<file path="config.mk">
export PLATFORM = sky130hd
export DESIGN_NAME = btn_press_decoder
export DESIGN_NICKNAME = d
export VERILOG_FILES = /design/src/rtl/btn_pkg.sv /design/src/rtl/btn_channel.sv /design/src/rtl/btn_press_decoder.sv
export SDC_FILE = /design/constraint.sdc
export NUM_CORES = 1
export LEC_CHECK = 0
export BUFFER_PORTS_ARGS = -buffer_cell sky130_fd_sc_hd__buf_2
export CAP_MARGIN = 20
export CORE_MARGIN = 4
export CORE_UTILIZATION = 50
export CTS_CLUSTER_DIAMETER = 100
export DETAILED_ROUTE_END_ITERATION = 8
export PLACE_DENSITY_LB_ADDON = 0.2
export SLEW_MARGIN = 20
export SYNTH_ARGS = -nofsm -noshare
export SYNTH_HDL_FRONTEND = slang
export SYNTH_SLANG_ARGS = --single-unit
</file>
<file path="constraint.sdc">
create_clock -name clk27 -period 2.6 [get_ports clk27]
set_input_delay 0.52 -clock clk27 [delete_from_list [all_inputs] [get_ports clk27]]
set_output_delay 0.52 -clock clk27 [all_outputs]
set_load 0.03 [all_outputs]
</file>
<file path="src/rtl/btn_pkg.sv">
// rtl/btn_pkg.sv - shared types and constants for the button press decoder
package btn_pkg;

    typedef enum logic [2:0] {
        IDLE,
        PRESS_DB,
        HELD,
        LONG,
        REL_DB
    } btn_state_e;

    localparam int CNT_W     = 16;
    localparam int EVT_SHORT = 0;
    localparam int EVT_LONG  = 1;

endpackage

</file>
<file path="src/rtl/btn_channel.sv">
// rtl/btn_channel.sv - one button: 2-flop sync, ms-tick debounce, short/long/repeat classification
module btn_channel
    import btn_pkg::*;
#(
    parameter int DEBOUNCE_MS   = 20,
    parameter int LONG_PRESS_MS = 1000,
    parameter int REPEAT_MS     = 200
) (
    input  logic clk_i,
    input  logic rst_n_i,
    input  logic btn_n_i,
    input  logic ms_tick_i,
    output logic level_o,
    output logic short_p_o,
    output logic long_p_o
);

    localparam logic [CNT_W-1:0] DB_LAST   = CNT_W'(DEBOUNCE_MS - 1);
    localparam logic [CNT_W-1:0] LONG_LAST = CNT_W'(LONG_PRESS_MS - 1);
    localparam logic [CNT_W-1:0] REP_LAST  = CNT_W'(REPEAT_MS - 1);

    logic [1:0]       sync_q;
    logic             btn_s;
    btn_state_e       state_q;
    logic [CNT_W-1:0] cnt_q;
    logic             long_f_q;
    logic             level_q;
    logic             short_p_q;
    logic             long_p_q;

    // Sync flops reset to the released (high) level so a held button is re-debounced.
    always_ff @(posedge clk_i or negedge rst_n_i) begin
        if (!rst_n_i) sync_q <= 2'b11;
        else          sync_q <= {sync_q[0], btn_n_i};
    end

    assign btn_s = ~sync_q[1];

    always_ff @(posedge clk_i or negedge rst_n_i) begin
        if (!rst_n_i) begin
            state_q   <= IDLE;
            cnt_q     <= '0;
            long_f_q  <= 1'b0;
            level_q   <= 1'b0;
            short_p_q <= 1'b0;
            long_p_q  <= 1'b0;
        end else begin
            short_p_q <= 1'b0;
            long_p_q  <= 1'b0;
            case (state_q)
                IDLE: begin
                    if (btn_s) begin
                        state_q <= PRESS_DB;
                        cnt_q   <= '0;
                    end
                end
                PRESS_DB: begin
                    if (!btn_s) begin
                        state_q <= IDLE;
                    end else if (ms_tick_i) begin
                        if (cnt_q == DB_LAST) begin
                            state_q <= HELD;
                            level_q <= 1'b1;
                            cnt_q   <= '0;
                        end else begin
                            cnt_q <= cnt_q + CNT_W'(1);
                        end
                    end
                end
                HELD: begin
                    if (!btn_s) begin
                        state_q  <= REL_DB;
                        long_f_q <= 1'b0;
                        cnt_q    <= '0;
                    end else if (ms_tick_i) begin
                        if (cnt_q == LONG_LAST) begin
                            state_q  <= LONG;
                            long_p_q <= 1'b1;
                            cnt_q    <= '0;
                        end else begin
                            cnt_q <= cnt_q + CNT_W'(1);
                        end
                    end
                end
                LONG: begin
                    if (!btn_s) begin
                        state_q  <= REL_DB;
                        long_f_q <= 1'b1;
                        cnt_q    <= '0;
                    end else if (ms_tick_i) begin
                        if (cnt_q == REP_LAST) begin
                            long_p_q <= 1'b1;
                            cnt_q    <= '0;
                        end else begin
                            cnt_q <= cnt_q + CNT_W'(1);
                        end
                    end
                end
                REL_DB: begin
                    // A bounce back to pressed resumes the hold without emitting anything.
                    if (btn_s) begin
                        state_q <= long_f_q ? LONG : HELD;
                        cnt_q   <= '0;
                    end else if (ms_tick_i) begin
                        if (cnt_q == DB_LAST) begin
                            state_q   <= IDLE;
                            level_q   <= 1'b0;
                            short_p_q <= ~long_f_q;
                            cnt_q     <= '0;
                        end else begin
                            cnt_q <= cnt_q + CNT_W'(1);
                        end
                    end
                end
                default: state_q <= IDLE;
            endcase
        end
    end

    assign level_o   = level_q;
    assign short_p_o = short_p_q;
    assign long_p_o  = long_p_q;

endmodule

</file>
<file path="src/rtl/btn_press_decoder.sv">
// rtl/btn_press_decoder.sv - ms prescaler, per-button channels, sticky event flags and event counter
module btn_press_decoder
    import btn_pkg::*;
#(
    parameter int NUM_BTN       = 2,
    parameter int CLK_FREQ_HZ   = 27000000,
    parameter int DEBOUNCE_MS   = 20,
    parameter int LONG_PRESS_MS = 1000,
    parameter int REPEAT_MS     = 200
) (
    input  logic                 clk27,
    input  logic                 reset_n,
    input  logic [NUM_BTN-1:0]   btn_n_i,
    input  logic [2*NUM_BTN-1:0] event_ack_i,
    output logic [NUM_BTN-1:0]   btn_level_o,
    output logic [2*NUM_BTN-1:0] event_o,
    output logic [7:0]           event_cnt_o,
    output logic                 ms_tick_o
);

    localparam int TICK_DIV = CLK_FREQ_HZ / 1000;
    localparam int PRESC_W  = (TICK_DIV > 1) ? $clog2(TICK_DIV) : 1;

    if (DEBOUNCE_MS < 1 || REPEAT_MS < 1 || LONG_PRESS_MS <= DEBOUNCE_MS || TICK_DIV < 1) begin : g_bad_params
        $error("btn_press_decoder: illegal timing parameters");
    end

    logic [PRESC_W-1:0]   presc_q;
    logic                 tick;
    logic [NUM_BTN-1:0]   short_p;
    logic [NUM_BTN-1:0]   long_p;
    logic [2*NUM_BTN-1:0] evt_set;
    logic [2*NUM_BTN-1:0] event_q, event_d;
    logic [7:0]           cnt_q, cnt_d;

    assign tick = (presc_q == PRESC_W'(TICK_DIV - 1));

    always_ff @(posedge clk27 or negedge reset_n) begin
        if (!reset_n)  presc_q <= '0;
        else if (tick) presc_q <= '0;
        else           presc_q <= presc_q + PRESC_W'(1);
    end

    for (genvar i = 0; i < NUM_BTN; i++) begin : g_chan
        btn_channel #(
            .DEBOUNCE_MS  (DEBOUNCE_MS),
            .LONG_PRESS_MS(LONG_PRESS_MS),
            .REPEAT_MS    (REPEAT_MS)
        ) u_chan (
            .clk_i    (clk27),
            .rst_n_i  (reset_n),
            .btn_n_i  (btn_n_i[i]),
            .ms_tick_i(tick),
            .level_o  (btn_level_o[i]),
            .short_p_o(short_p[i]),
            .long_p_o (long_p[i])
        );
    end

    // Set has priority over a same-cycle acknowledge; counter adds the popcount of new pulses.
    always_comb begin
        evt_set = '0;
        cnt_d   = cnt_q;
        for (int i = 0; i < NUM_BTN; i++) begin
            evt_set[2*i+EVT_SHORT] = short_p[i];
            evt_set[2*i+EVT_LONG]  = long_p[i];
        end
        for (int i = 0; i < 2*NUM_BTN; i++) begin
            cnt_d = cnt_d + 8'(evt_set[i]);
        end
        event_d = (event_q & ~event_ack_i) | evt_set;
    end

    always_ff @(posedge clk27 or negedge reset_n) begin
        if (!reset_n) begin
            event_q <= '0;
            cnt_q   <= '0;
        end else begin
            event_q <= event_d;
            cnt_q   <= cnt_d;
        end
    end

    assign event_o     = event_q;
    assign event_cnt_o = cnt_q;
    assign ms_tick_o   = tick;

endmodule

</file>
==> results by group <==
Logic synthesis
  – Post-Syn Area: 4200 sq um
  – Post-Syn Nets: 448
  – Largest family of logic cells by synthesized area: simple AND/OR/NAND/NOR gates
  – Post-synth top area share: 43.5%
  – Cell variety after synth: 71
  – EDFF count, synth: 0
  – Yosys reg bits: 77
  – Count leader, synth: dfrtp_1
  – Synth area leaders: dfrtp_1 (44%), a21oi_1 (3.9%), nor2_1 (3.4%)
  – Seq/Total Area, Yosys: 46.0%
  – Synth Area in Adders: 2.62%
  – Ys async rst share: 100%
  – Avg Inst Size Synth: 9.69 sq um
  – Ys flop type: dfrtp_1
  – Proportion of synthesized area in mux cells: 0.775%
  – Post-Syn Instances: 433
  – Synth Area in Compound Gates: 18.9%
  – Post-Synth Simple-Gate Area: 24.2%
  – Top cell type by total area after synthesis: dfrtp_1
  – Ys Warns: 0
  – Post-Synth XOR/XNOR Area: 3.97%
  – Most frequent cells after synthesis: dfrtp_1 (73), nor2_1 (38), a21oi_1 (33)

Critical path
  – Arr. time, crit path: 1.84 ns
  – Worst Path Max Fanout: 8
  – R2R Setup Slk: 0.29 ns
  – Startpoint types: flip-flop
  – R2R Path Start: g_chan[1].u_chan.cnt_q[0]
  – Reg2reg end: g_chan[1].u_chan.short_p_o
  – Crit Path Class: flip-flop to primary output
  – Crit end category: primary output
  – Reg2Reg Depth: 7
  – Critical Path RT: 2.08 ns

Timing
  – Unrepaired setup endpoints after global routing: false
  – Worst-Margin Slew: 0.573 ns
  – Achievable Freq: 0.425 GHz
  – Final hold viol count: 0
  – Min setup slack post-route: 0.245 ns
  – Worst relative slew slack: 61.4%
  – Skew final: 0.0112 ns
  – Setup TNS: 0 ns
  – Fin Hold WS: 0.0967 ns
  – Count of pins over their slew limit: 0
  – Fin crit period: 2.36 ns
  – Final period util: 90.6%
  – Final setup vio count: 0

GRT
  – Pin count of the biggest net entering global routing: 46
  – Vias in the first global route: 3,296
  – Initial antenna violation count: 0
  – First-pass GRT wire length: 16,000 um
  – Gr usage total: 20.1%
  – Grt total ovfl: 0

Worst hold path
  – Hold crit path type: input port to async pin

Placed design
  – Placed inst area: 4440 sq um
  – Placed cells: 553
  – DPL Wire Length: 6450 um
  – Port buffer count: 22
  – Final Wtd Congestion: 0.931
  – Setup WS pre-CTS: 0.229 ns

Finish
  – Ant diodes: 0
  – Fin util: 57.5%
  – Share of cells above drive strength 1: 17.6%
  – Synthesis-to-finish area growth: 12.1%
  – Finished Cell Area: 4700 sq um
  – Final #Nets: 476
  – Final std cells w/o fill: 571

Clock network
  – Root buffer cell: clkbuf_8
  – CTS tree: yes
  – Reg clk slew, reported paths: 0.08 ns
  – CTS sink count: 77
  – Worst-Skew Late Latency: 0.35 ns
  – CTS H-tree depth: 3
  – Num CTS Buffers: 9
  – Clock Tree Buf Depth: 2

Routing
  – Starting DRT DRC Count: 291
  – First drt pass iteration count: 5
  – DRT Wirelength: 9080 um
  – Post-route ant nets: 0
  – Drt drc: 0
  – Wire per inst: 15.9 um
  – Vias: 3,374
  – Vias per cell: 5.91

Floorplan
  – Die footprint: 9920 sq um
  – CORE AREA: 8180 sq um
  – Row Count: 33
  – Initial Utilization: 51.3%
  – Chip Width: 99.6 um
  – DIE HEIGHT: 99.6 um
  – Io pins: 23

Run
  – Max-Cap Viols: 0

Pwr
  – Design Power: 3.08 mW
  – PwrDens: 655 nW/um^2
  – Peak supply drop: 296 uV
  – Static power due to leakage: 2.21 nW

Outcome
  – Status: completed
[power breakdown]
part           leakage [nW]  internal (mW)  switching [mW]
Combinational          1.04          0.260           0.399
Sequential             1.04           1.23          0.0814
Clock                 0.120          0.643           0.464
[state kept, by name, indices dropped and copies added (netlist names)]
register,count
g_chan.u_chan.state_q,6
presc_q,15
g_chan.u_chan.long_p_o,2
g_chan.u_chan.short_p_o,2
event_cnt_o,8
g_chan.u_chan.level_o,2
g_chan.u_chan.long_f_q,2
g_chan.u_chan.cnt_q,32
event_o,4
g_chan.u_chan.sync_q,4
[logic make-up (layout without fill, tap and decap cells)]
kind of cell | after synthesis | after routing
and+or+nand+nor | 179 | 179
AOI/OAI and AO/OA | 115 | 115
DFF | 77 | 77
buffers and inverters | 33 | 66
xor gates and xnor gates | 19 | 19
adders and majority gates | 7 | 7
muxes | 3 | 3
[worst max-delay path, stage by stage (launching register included)]
cell        delay [ns]
dfrtp_1           0.37
ha_1              0.21
and4_1            0.26
nand4_2           0.15
clkinvlp_4        0.13
buf_4             0.16
buf_2             0.21
[worst max-delay path by stage]
stage                            endpoint  depth (start not counted)                       from  slack [ns]
3_3_place_gp   g_chan[1].u_chan.short_p_o                          7  g_chan[1].u_chan.cnt_q[0]        0.33
6_report                        ms_tick_o                          6                 presc_q[0]        0.24
4_1_cts                         ms_tick_o                          6                 presc_q[0]       0.009
5_1_grt        g_chan[1].u_chan.short_p_o                          7  g_chan[1].u_chan.cnt_q[0]        0.03
3_5_place_dp   g_chan[0].u_chan.cnt_q[11]                          8                 presc_q[0]        0.23
2_1_floorplan                   ms_tick_o                          7                 presc_q[0]        0.21
[cell usage in the layout, fill, tap and decap left out, types with 3 or more instances in the layout]
master      n
and3_1     17
xnor2_1     8
nand4_1     8
inv_1      14
dfrtp_1    73
buf_4      13
xor2_1     11
nor4b_1     3
a31o_2      5
nor4_1      4
o21a_1      3
nor2_1     38
nand3_1    18
nor3_1     13
and2_1      5
a21o_1      8
nand2b_1    9
a31oi_1    10
clkbuf_8    9
or2_2       4
buf_2      21
and4_1      4
a21oi_1    33
bufinv_16   3
o22a_1      7
o21ai_0    20
fa_1        3
nand2_1    31
ha_1        4
a311oi_1    5
dfstp_2     4
nor2b_1     4
[final cells by class]
type,count,area (sq um)
Inverter,15,60.1
Tap cell,105,131
Timing Repair Buffer,35,223
Clock buffer,9,124
Fill cell,683,3470
Clock inverter,7,120
Sequential cell,77,1930
Multi-Input combinational cell,323,2110
[per-layer routing]
| metal | global-route usage (%) | vias to the layer above | part of all wire (%) |
|---|---|---|---|
| li1 | - | 1645 | - |
| met1 | 29.1 | 1610 | 48 |
| met2 | 30.3 | 103 | 45 |
| met3 | 3.16 | 16 | 5.4 |
| met4 | 8.09 | 0 | 1.7 |
| met5 | 0 | - | 0 |
[repair_timing]
item,CTS,global route
hold buffers,0,0
endpoints found under the setup margin,0,2
buffers inserted,0,2
gates resized for setup,0,1
Power figures use the tool's default switching activity.
